## src/rtl/switch_egress_sink.sv

```systemverilog
`default_nettype none
// ============================================================================
//  Module      : switch_egress_sink
//  Description : Credit-returning terminating sink for one switch output port.
//                Per-VC FIFOs, round-robin drain with hold-while-stalled.
//  Revision    : 1.0 - initial release
// ============================================================================

package switch_egress_pkg;
    typedef struct packed {
        logic [1:0]  vc;
        logic [31:0] payload;
    } flit_t;
endpackage

module switch_egress_sink
    import switch_egress_pkg::*;
#(
    parameter int NUM_VCS     = 2,
    parameter int BUFFER_SIZE = 4
) (
    input  logic                                        clk,
    input  logic                                        rst,
    input  logic                                        data_ready_in,
    input  flit_t                                       flit_in,
    output logic                                        packet_sent,
    output logic [NUM_VCS-1:0]                          credit_granted,
    output flit_t                                       flit_out,
    output logic                                        flit_valid,
    input  logic                                        flit_ready,
    output logic [NUM_VCS*$clog2(BUFFER_SIZE+1)-1:0]    occupancy,
    output logic                                        overflow_err
);

    localparam int c_cnt_w = $clog2(BUFFER_SIZE + 1);
    localparam int c_ptr_w = $clog2(BUFFER_SIZE);
    localparam int c_vc_w  = (NUM_VCS > 1) ? $clog2(NUM_VCS) : 1;
    localparam logic [c_cnt_w-1:0] c_full_cnt = c_cnt_w'(BUFFER_SIZE);
    localparam logic [c_ptr_w-1:0] c_last_ptr = c_ptr_w'(BUFFER_SIZE - 1);

    flit_t               r_mem   [NUM_VCS][BUFFER_SIZE];
    logic [c_ptr_w-1:0]  r_wptr  [NUM_VCS];
    logic [c_ptr_w-1:0]  r_rptr  [NUM_VCS];
    logic [c_cnt_w-1:0]  r_count [NUM_VCS];
    logic [c_vc_w-1:0]   r_rr;
    logic                r_lock;
    logic [c_vc_w-1:0]   r_lock_vc;
    logic                r_packet_sent;
    logic [NUM_VCS-1:0]  r_credit;
    logic                r_overflow;

    logic [c_vc_w-1:0]   w_wvc;
    logic                w_full;
    logic                w_push;
    logic                w_pop;
    logic [c_vc_w-1:0]   w_rr_sel;
    logic                w_found;
    logic [c_vc_w-1:0]   w_cand;
    logic [c_vc_w-1:0]   w_sel;
    logic [NUM_VCS-1:0]  w_push_v;
    logic [NUM_VCS-1:0]  w_pop_v;

    function automatic logic [c_ptr_w-1:0] next_ptr(input logic [c_ptr_w-1:0] p);
        return (p == c_last_ptr) ? '0 : p + 1'b1;
    endfunction

    // Out-of-range VC ids fold onto VC 0
    assign w_wvc  = (int'(flit_in.vc) < NUM_VCS) ? c_vc_w'(flit_in.vc) : '0;
    assign w_full = (r_count[w_wvc] == c_full_cnt);
    assign w_push = data_ready_in && !w_full;

    always_comb begin
        w_rr_sel = r_rr;
        w_found  = 1'b0;
        w_cand   = '0;
        for (int i = 1; i <= NUM_VCS; i++) begin
            w_cand = c_vc_w'((int'(r_rr) + i) % NUM_VCS);
            if (!w_found && (r_count[w_cand] != '0)) begin
                w_rr_sel = w_cand;
                w_found  = 1'b1;
            end
        end
    end

    // A stalled head keeps its VC until it is taken
    assign w_sel      = r_lock ? r_lock_vc : w_rr_sel;
    assign flit_valid = (r_count[w_sel] != '0);
    assign w_pop      = flit_valid && flit_ready;
    assign flit_out   = r_mem[w_sel][r_rptr[w_sel]];

    always_comb begin
        w_push_v = '0;
        w_pop_v  = '0;
        for (int v = 0; v < NUM_VCS; v++) begin
            w_push_v[v] = w_push && (w_wvc == c_vc_w'(v));
            w_pop_v[v]  = w_pop  && (w_sel == c_vc_w'(v));
        end
    end

    always_ff @(posedge clk) begin
        if (rst) begin
            for (int v = 0; v < NUM_VCS; v++) begin
                r_wptr[v]  <= '0;
                r_rptr[v]  <= '0;
                r_count[v] <= '0;
            end
            r_rr          <= '0;
            r_lock        <= 1'b0;
            r_lock_vc     <= '0;
            r_packet_sent <= 1'b0;
            r_credit      <= '0;
            r_overflow    <= 1'b0;
        end else begin
            r_packet_sent <= w_push;
            r_credit      <= w_pop_v;
            if (data_ready_in && w_full)
                r_overflow <= 1'b1;
            for (int v = 0; v < NUM_VCS; v++) begin
                if (w_push_v[v])
                    r_wptr[v] <= next_ptr(r_wptr[v]);
                if (w_pop_v[v])
                    r_rptr[v] <= next_ptr(r_rptr[v]);
                if (w_push_v[v] && !w_pop_v[v])
                    r_count[v] <= r_count[v] + 1'b1;
                else if (!w_push_v[v] && w_pop_v[v])
                    r_count[v] <= r_count[v] - 1'b1;
            end
            if (w_pop) begin
                r_rr   <= w_sel;
                r_lock <= 1'b0;
            end else if (flit_valid) begin
                r_lock    <= 1'b1;
                r_lock_vc <= w_sel;
            end
        end
    end

    // Storage needs no reset: counts gate every read
    always_ff @(posedge clk) begin
        if (w_push)
            r_mem[w_wvc][r_wptr[w_wvc]] <= flit_in;
    end

    assign packet_sent    = r_packet_sent;
    assign credit_granted = r_credit;
    assign overflow_err   = r_overflow;

    for (genvar g = 0; g < NUM_VCS; g++) begin : g_occ
        assign occupancy[g*c_cnt_w +: c_cnt_w] = r_count[g];
    end

endmodule

`default_nettype wire

```

## config.mk

```make
export PLATFORM = sky130hd
export DESIGN_NAME = switch_egress_sink
export DESIGN_NICKNAME = d
export VERILOG_FILES = /design/src/rtl/switch_egress_sink.sv
export SDC_FILE = /design/constraint.sdc
export NUM_CORES = 1
export LEC_CHECK = 0
export ABC_AREA = 0
export CORE_ASPECT_RATIO = 1.5
export CORE_MARGIN = 5
export CORE_UTILIZATION = 35
export CTS_CLUSTER_DIAMETER = 40
export CTS_CLUSTER_SIZE = 20
export DETAILED_ROUTE_END_ITERATION = 8
export HOLD_SLACK_MARGIN = 0.1
export SLEW_MARGIN = 20
export SYNTH_ARGS = -nofsm -noshare
export SYNTH_HDL_FRONTEND = slang
export SYNTH_SLANG_ARGS = --single-unit
```

## constraint.sdc

```tcl
create_clock -name clk -period 9.4 [get_ports clk]
set_clock_uncertainty 0.15 [all_clocks]
set_input_delay 1.88 -clock clk [delete_from_list [all_inputs] [get_ports clk]]
set_output_delay 1.88 -clock clk [all_outputs]
set_load 0.02 [all_outputs]
```

Yosys cells after proc, flatten, opt, wreduce, memory -nomap -nowiden
Memory sizes are Yosys's and may differ from the RTL's.
Cells that the tools add are included.
{ "classes": {"addsub": 10, "multipliers": 0, "n_div": 0, "n_lt_le_gt_ge": 4, "eq_ne": 5, "shift": 0, "muxes": 52, "bitwise_logic": 13, "n_reduce_logical": 24} }
{ "op_table": {"columns": ["op", "count"], "rows": [
  ["136-bit 2-to-1 mux", 1],
  ["34-bit 2-to-1 mux", 3],
  ["34-bit binary-select mux with 2-bit select", 1],
  ["34-bit demux with 2-bit select", 1],
  ["1-bit 2-to-1 mux", 34],
  ["2-bit 2-to-1 mux", 8],
  ["1-bit logical AND", 13],
  ["3-bit 2-to-1 mux", 4],
  ["3-bit nonzero test", 3],
  ["2-bit by 1-bit adder with 2-bit output, second input constant", 4],
  ["2-bit == test, second input constant", 4],
  ["1-bit bitwise OR", 8],
  ["3-bit by 1-bit adder with 3-bit output, second input constant", 2],
  ["3-bit greater-or-equal comparator, second input constant", 2],
  ["1-bit logical NOT", 6],
  ["2-bit NOT with 3-bit output", 2],
  ["3-bit by 1-bit subtractor with 3-bit output, second input constant", 2],
  ["3-bit == test, second input constant", 1],
  ["3-bit by 1-bit less-than comparator with 1-bit output, second input constant", 1],
  ["1-bit NOT", 3],
  ["1-bit adder, second input constant", 2],
  ["2-bit less-than comparator, second input constant", 1],
  ["2-bit AND reduction", 1],
  ["2-bit OR reduction", 1]
]} }
{ "totals": {"ff_bits": 7, "latch_bits": 0, "ram_bits": 286, "romBits": 0, "in_bits": 38, "out_inout_bits": 45, "wordCells": 118, "memories": 4} }
{ "mem_list": {"columns": ["memory", "depth", "width", "rd", "rd_ports_with_merged_regs", "write_ports", "line_no", "source"], "rows": [
  ["r_mem", 2, 136, 1, 0, 1, "41", "flit_t r_mem [NUM_VCS][BUFFER_SIZE];"],
  ["r_count", 2, 3, 6, 0, 2, "44", "logic [c_cnt_w-1:0] r_count [NUM_VCS];"],
  ["r_rptr", 2, 2, 3, 0, 2, "43", "logic [c_ptr_w-1:0] r_rptr [NUM_VCS];"],
  ["r_wptr", 2, 2, 3, 0, 2, "42", "logic [c_ptr_w-1:0] r_wptr [NUM_VCS];"]
]} }

Logic depth before layout (Yosys ltp)
An unclocked memory read counts as a cell.
{ "depth": {"word_depth": 19, "ltp_mapped": 10} }

Worst setup path before layout
No wires, ideal clock.
{ "synth_timing": {"kind": "input to register", "from": "input port flit_in[32] (netlist name)", "to": "memory r_mem[1][100] (netlist name) (enable)", "t_arrival_ps": 4899, "t_required_ps": 8782, "slack_ps": 3883, "stages": 4, "path_buffers": 0, "cell_sequence": "nor2b_1 -> and3_2 -> o21ai_0 -> nor3_1"} }
{ "synth_via": {"elab_chain_len": 9, "word_cells_on_any_way": 15, "cone_classes": "order compare (3); eq/ne (1); mux (5); bitwise (1); reduce/logical (3); memory (2)"} }
{ "synth_rtl": {"columns": ["item", "line_no", "source"], "rows": [
  ["from (decl)", "25", "input flit_t flit_in,"],
  ["2-bit less-than comparator", "68", "assign w_wvc = (int'(flit_in.vc) < NUM_VCS) ? c_vc_w'(flit_in.vc) : '0;"],
  ["1-bit 2-to-1 mux *", "68", null],
  ["memory 2 x 2 bit", null, null],
  ["2-bit NOT with 3-bit output (not written as such)", "141", "r_mem[w_wvc][r_wptr[w_wvc]] <= flit_in;"],
  ["3-bit greater-or-equal comparator (not written as such) or 3-bit by 1-bit less-than comparator with 1-bit output (tied branches)", "141", null],
  ["1-bit logical AND (not written as such)", "141", null],
  ["34-bit 2-to-1 mux (not written as such)", "141", null],
  ["34-bit demux with 2-bit select", "141", null],
  ["136-bit 2-to-1 mux (not written as such)", "141", null],
  ["to (decl)", "41", null]
]} }
Mark *: on every way between the ends. The rest lies on a longest branch, timed or not.

==> flow_metrics.py <==
metrics = {
    "run_status": {
        "outcome": "complete, no violations",
    },
    "floorplanning": {
        "die-area_mm2": 0.0367,
        "die_x_um": 158,
        "core-area_mm2": 0.0325,
        "fp-row-count": 81,
        "io_pins": 83,
        "die_h_um": 232,
        "start_util_pct": 35.4,
    },
    "min_path": {
        "hold_class": "reg2reg",
    },
    "clocking": {
        "cts.hold.buffers_added": 0,
        "cts.repair.resized": 0,
        "numCtsBuffers": 28,
        "cts_tree": "yes",
        "post_cts_buffers": 0,
        "cts-root-buf": "clkbuf_16",
        "cts_sinks": 293,
        "htreeDepth": 1,
        "clk_latency_ns": 0.55,
        "cts_buffer_depth": 3,
        "path_clk_slew_ns": 0.07,
    },
    "power_and_ir_drop": {
        "p_leak_nw": 4.34,
        "p_sw_share_pct": 31.1,
        "p_per_area_mw_per_mm2": 294,
        "ir_worst_vdd_uv": 221,
        "p_comb_share_pct": 32.6,
        "clock_power_share_pct": 27.6,
        "p_sw_mw": 1.27,
        "seq_power_share_pct": 39.8,
        "internal_power_mw": 2.80,
    },
    "synth": {
        "ys_warn_count": 0,
        "synth-seq-cells": 293,
        "synthMuxAreaShare_pct": 16.9,
        "synth_simple_gate_area_share_pct": 3.06,
        "synth_edf_count": 286,
        "yosysSeqAreaShare_pct": 75.7,
        "synth_area_per_cell_um2": 21.9,
        "synth_compound_area_share_pct": 1.67,
        "synth-async-reset-ratio_pct": 0,
        "synth_fa_ha_area_share_pct": 0.825,
        "synth_cells": 527,
        "synth_xor_area_share_pct": 0.380,
        "synth_top_family_by_area": "multiplexers",
        "synth_cell_types": 50,
        "yosys_most_used_dff": "edfxtp_1",
        "netlist_area_mm2": 0.0115,
        "synth_nets": 572,
    },
    "setup_path": {
        "slowest_delay_ns": 0.58,
        "startpoint_type": "register",
        "path_buf_inv": 2,
        "worst-setup-path-type": "reg2out",
        "crit_chain": "o31a_1, o31ai_4, buf_4, mux2_2, clkdlybuf4s50_1",
        "path_delay_family": "buffers and inverters",
        "reg2reg_setup_slack_ns": 6.13,
        "crit_start": "r_count[0][2]",
        "crit_cells": 5,
        "cp-endpoint": "flit_out[0]",
        "endpoint_kind": "primary output",
        "slowest_stage": "clkdlybuf4s50_1",
        "reg2reg_depth": 5,
        "r2r-start": "r_count[1][2]",
        "worstPathMaxFanout": 34,
        "worstReg2RegEnd": "r_mem[1][97]",
        "cp.required_ns": 7.37,
        "crit_arrival_ns": 3.34,
    },
    "drt": {
        "wl_mm": 24.5,
        "remaining_drc_errors": 0,
        "first_pass_iters": 4,
        "wl_per_cell_um": 22.9,
        "vias": 5454,
        "drt-initial-drc-count": 385,
        "viasPerCell": 5.12,
        "ant_nets": 0,
    },
    "placement": {
        "port_buffers": 82,
        "preCtsSetupSlack_ns": 3.74,
        "dpl.hpwl_mm": 14.3,
        "gp_congestion": 0.748,
    },
    "global_routing": {
        "grt_max_degree": 35,
        "grtUsageTotal_pct": 13.5,
        "antenna_found_initial": 2,
        "grt-ovfl-total": 0,
        "grt_pass1_wl_mm": 37.3,
        "grt_pass1_vias": 6045,
    },
    "finish": {
        "layout-drive-gt1-share_pct": 28.1,
        "syn_to_final_growth_pct": 20.1,
        "nNetsFinal": 674,
        "diodes": 0,
        "layout_common_cells": "286 x edfxtp_1, 82 x clkdlybuf4s50_1, 68 x mux4_2",
        "mostFrequentLayoutCell": "edfxtp_1",
    },
    "timing": {
        "hold_violations": 0,
        "max_slew_margin_pct": 28.0,
        "setup_viol": 0,
        "min_period_ns": 5.37,
        "worst_slack_ns": 4.03,
        "fin_tns_setup_ns": 0,
        "max_freq_ghz": 0.186,
        "rsz0062_at_grt": "false",
        "drv_slew": 0,
        "max_slew.worst_pin.slew_ns": 1.08,
        "period_share_pct": 57.1,
    },
    "flow_run": {
        "drv_cap": 0,
    },
}
## cells by family (layout without fill, tap and decap cells)
logic type                 count (synthesis)  after routing
adders and majority gates                  7              7
muxes                                    105            105
buffers and inverters                     30            154
xor gates and xnor gates                   5              5
AOI/OAI and AO/OA                         25             25
and+or+nand+nor                           62             62
DFF                                      293            293
## area by class of cell
cell class              count  area, um2
fillers                  2777      18700
flip-flops and latches    293       8730
multi-input cells         204       2690
repair buffers             97        941
clock buffers              30        729
well taps                 415        519
clock inverters            22        219
inverters                   5       18.8
## layer usage
layer | global-route usage [%] | wire length (um)
met1 | 16.4 | 9640
met2 | 24.9 | 13400
met3 | 1.77 | 964
met4 | 3.87 | 464
met5 | 0 | 13
## worst reg2reg max path, cell delays in order (launching register included)
cell and delay, ns:
edfxtp_1 0.53, or3b_4 0.32, and3_2 0.16, o21ai_0 0.32, nor3_2 0.92, buf_4 0.50
## synthesized netlist by cell type (all sizes together) (2+ instances only)
master   count  share of area, %
mux4        68                13
inv          5              0.16
or3          3              0.16
nor3        11              0.52
nor3b        6              0.39
or2          2              0.11
xnor2        4              0.30
o31ai        2              0.25
o21ai        4              0.17
a21oi        6              0.26
nor2        12              0.39
nand3        2             0.087
a211oi       3              0.20
edfxtp     286                75
nand2        9              0.29
dfxtp        7               1.2
mux2        34               3.3
nand2b       6              0.33
o2111ai      2              0.21
o22ai        2              0.11
and3         3              0.22
buf         15              0.88
mux2i        3              0.26
or3b         3              0.25
clkbuf      10              0.41
ha           6              0.65
## per-stage QoR
stage | instances | util (%) | total power, mW | area [um2] | hold WS [ns]
finish | 1066 | 42.5 | 4.07 | 13800 | 0.353
global route | 1066 | 42.5 | 4.27 | 13800 | 0.392
CTS | 1065 | 42.5 | 4.14 | 13800 | 0.346
detailed placement | 1013 | 39.6 | 3.00 | 12900 | 0.315
global placement | 1013 | 39.6 | 2.97 | 12900 | 0.310
floorplan | 527 | - | 2.47 | 11500 | 0.318
## registers in the layout, indices dropped and copies added, names as in the netlist
| name | flops |
|---|---|
| r_count | 6 |
| overflow_err | 1 |
| packet_sent | 1 |
| r_wptr | 4 |
| r_mem | 272 |
| credit_granted | 2 |
| r_lock_vc | 1 |
| r_lock | 1 |
| r_rr | 1 |
| r_rptr | 4 |
## power by group through the flow
stage | Combinational (mW) | Clock, mW | Sequential, mW
final | 1.33 | 1.13 | 1.62
after global routing | 1.42 | 1.21 | 1.63
after CTS | 1.35 | 1.16 | 1.63
after detailed placement | 1.34 | 0 | 1.66
after global placement | 1.33 | 0 | 1.65
after floorplan | 0.844 | 0 | 1.62
## worst min path at each step
stage	endpoint	cells after the start	from
2_1_floorplan	r_rr	2	r_rr
3_3_place_gp	overflow_err	2	overflow_err
4_1_cts	overflow_err	2	overflow_err
6_report	overflow_err	2	overflow_err
3_5_place_dp	overflow_err	2	overflow_err
5_1_grt	overflow_err	2	overflow_err
Power figures use the tool's default switching activity.
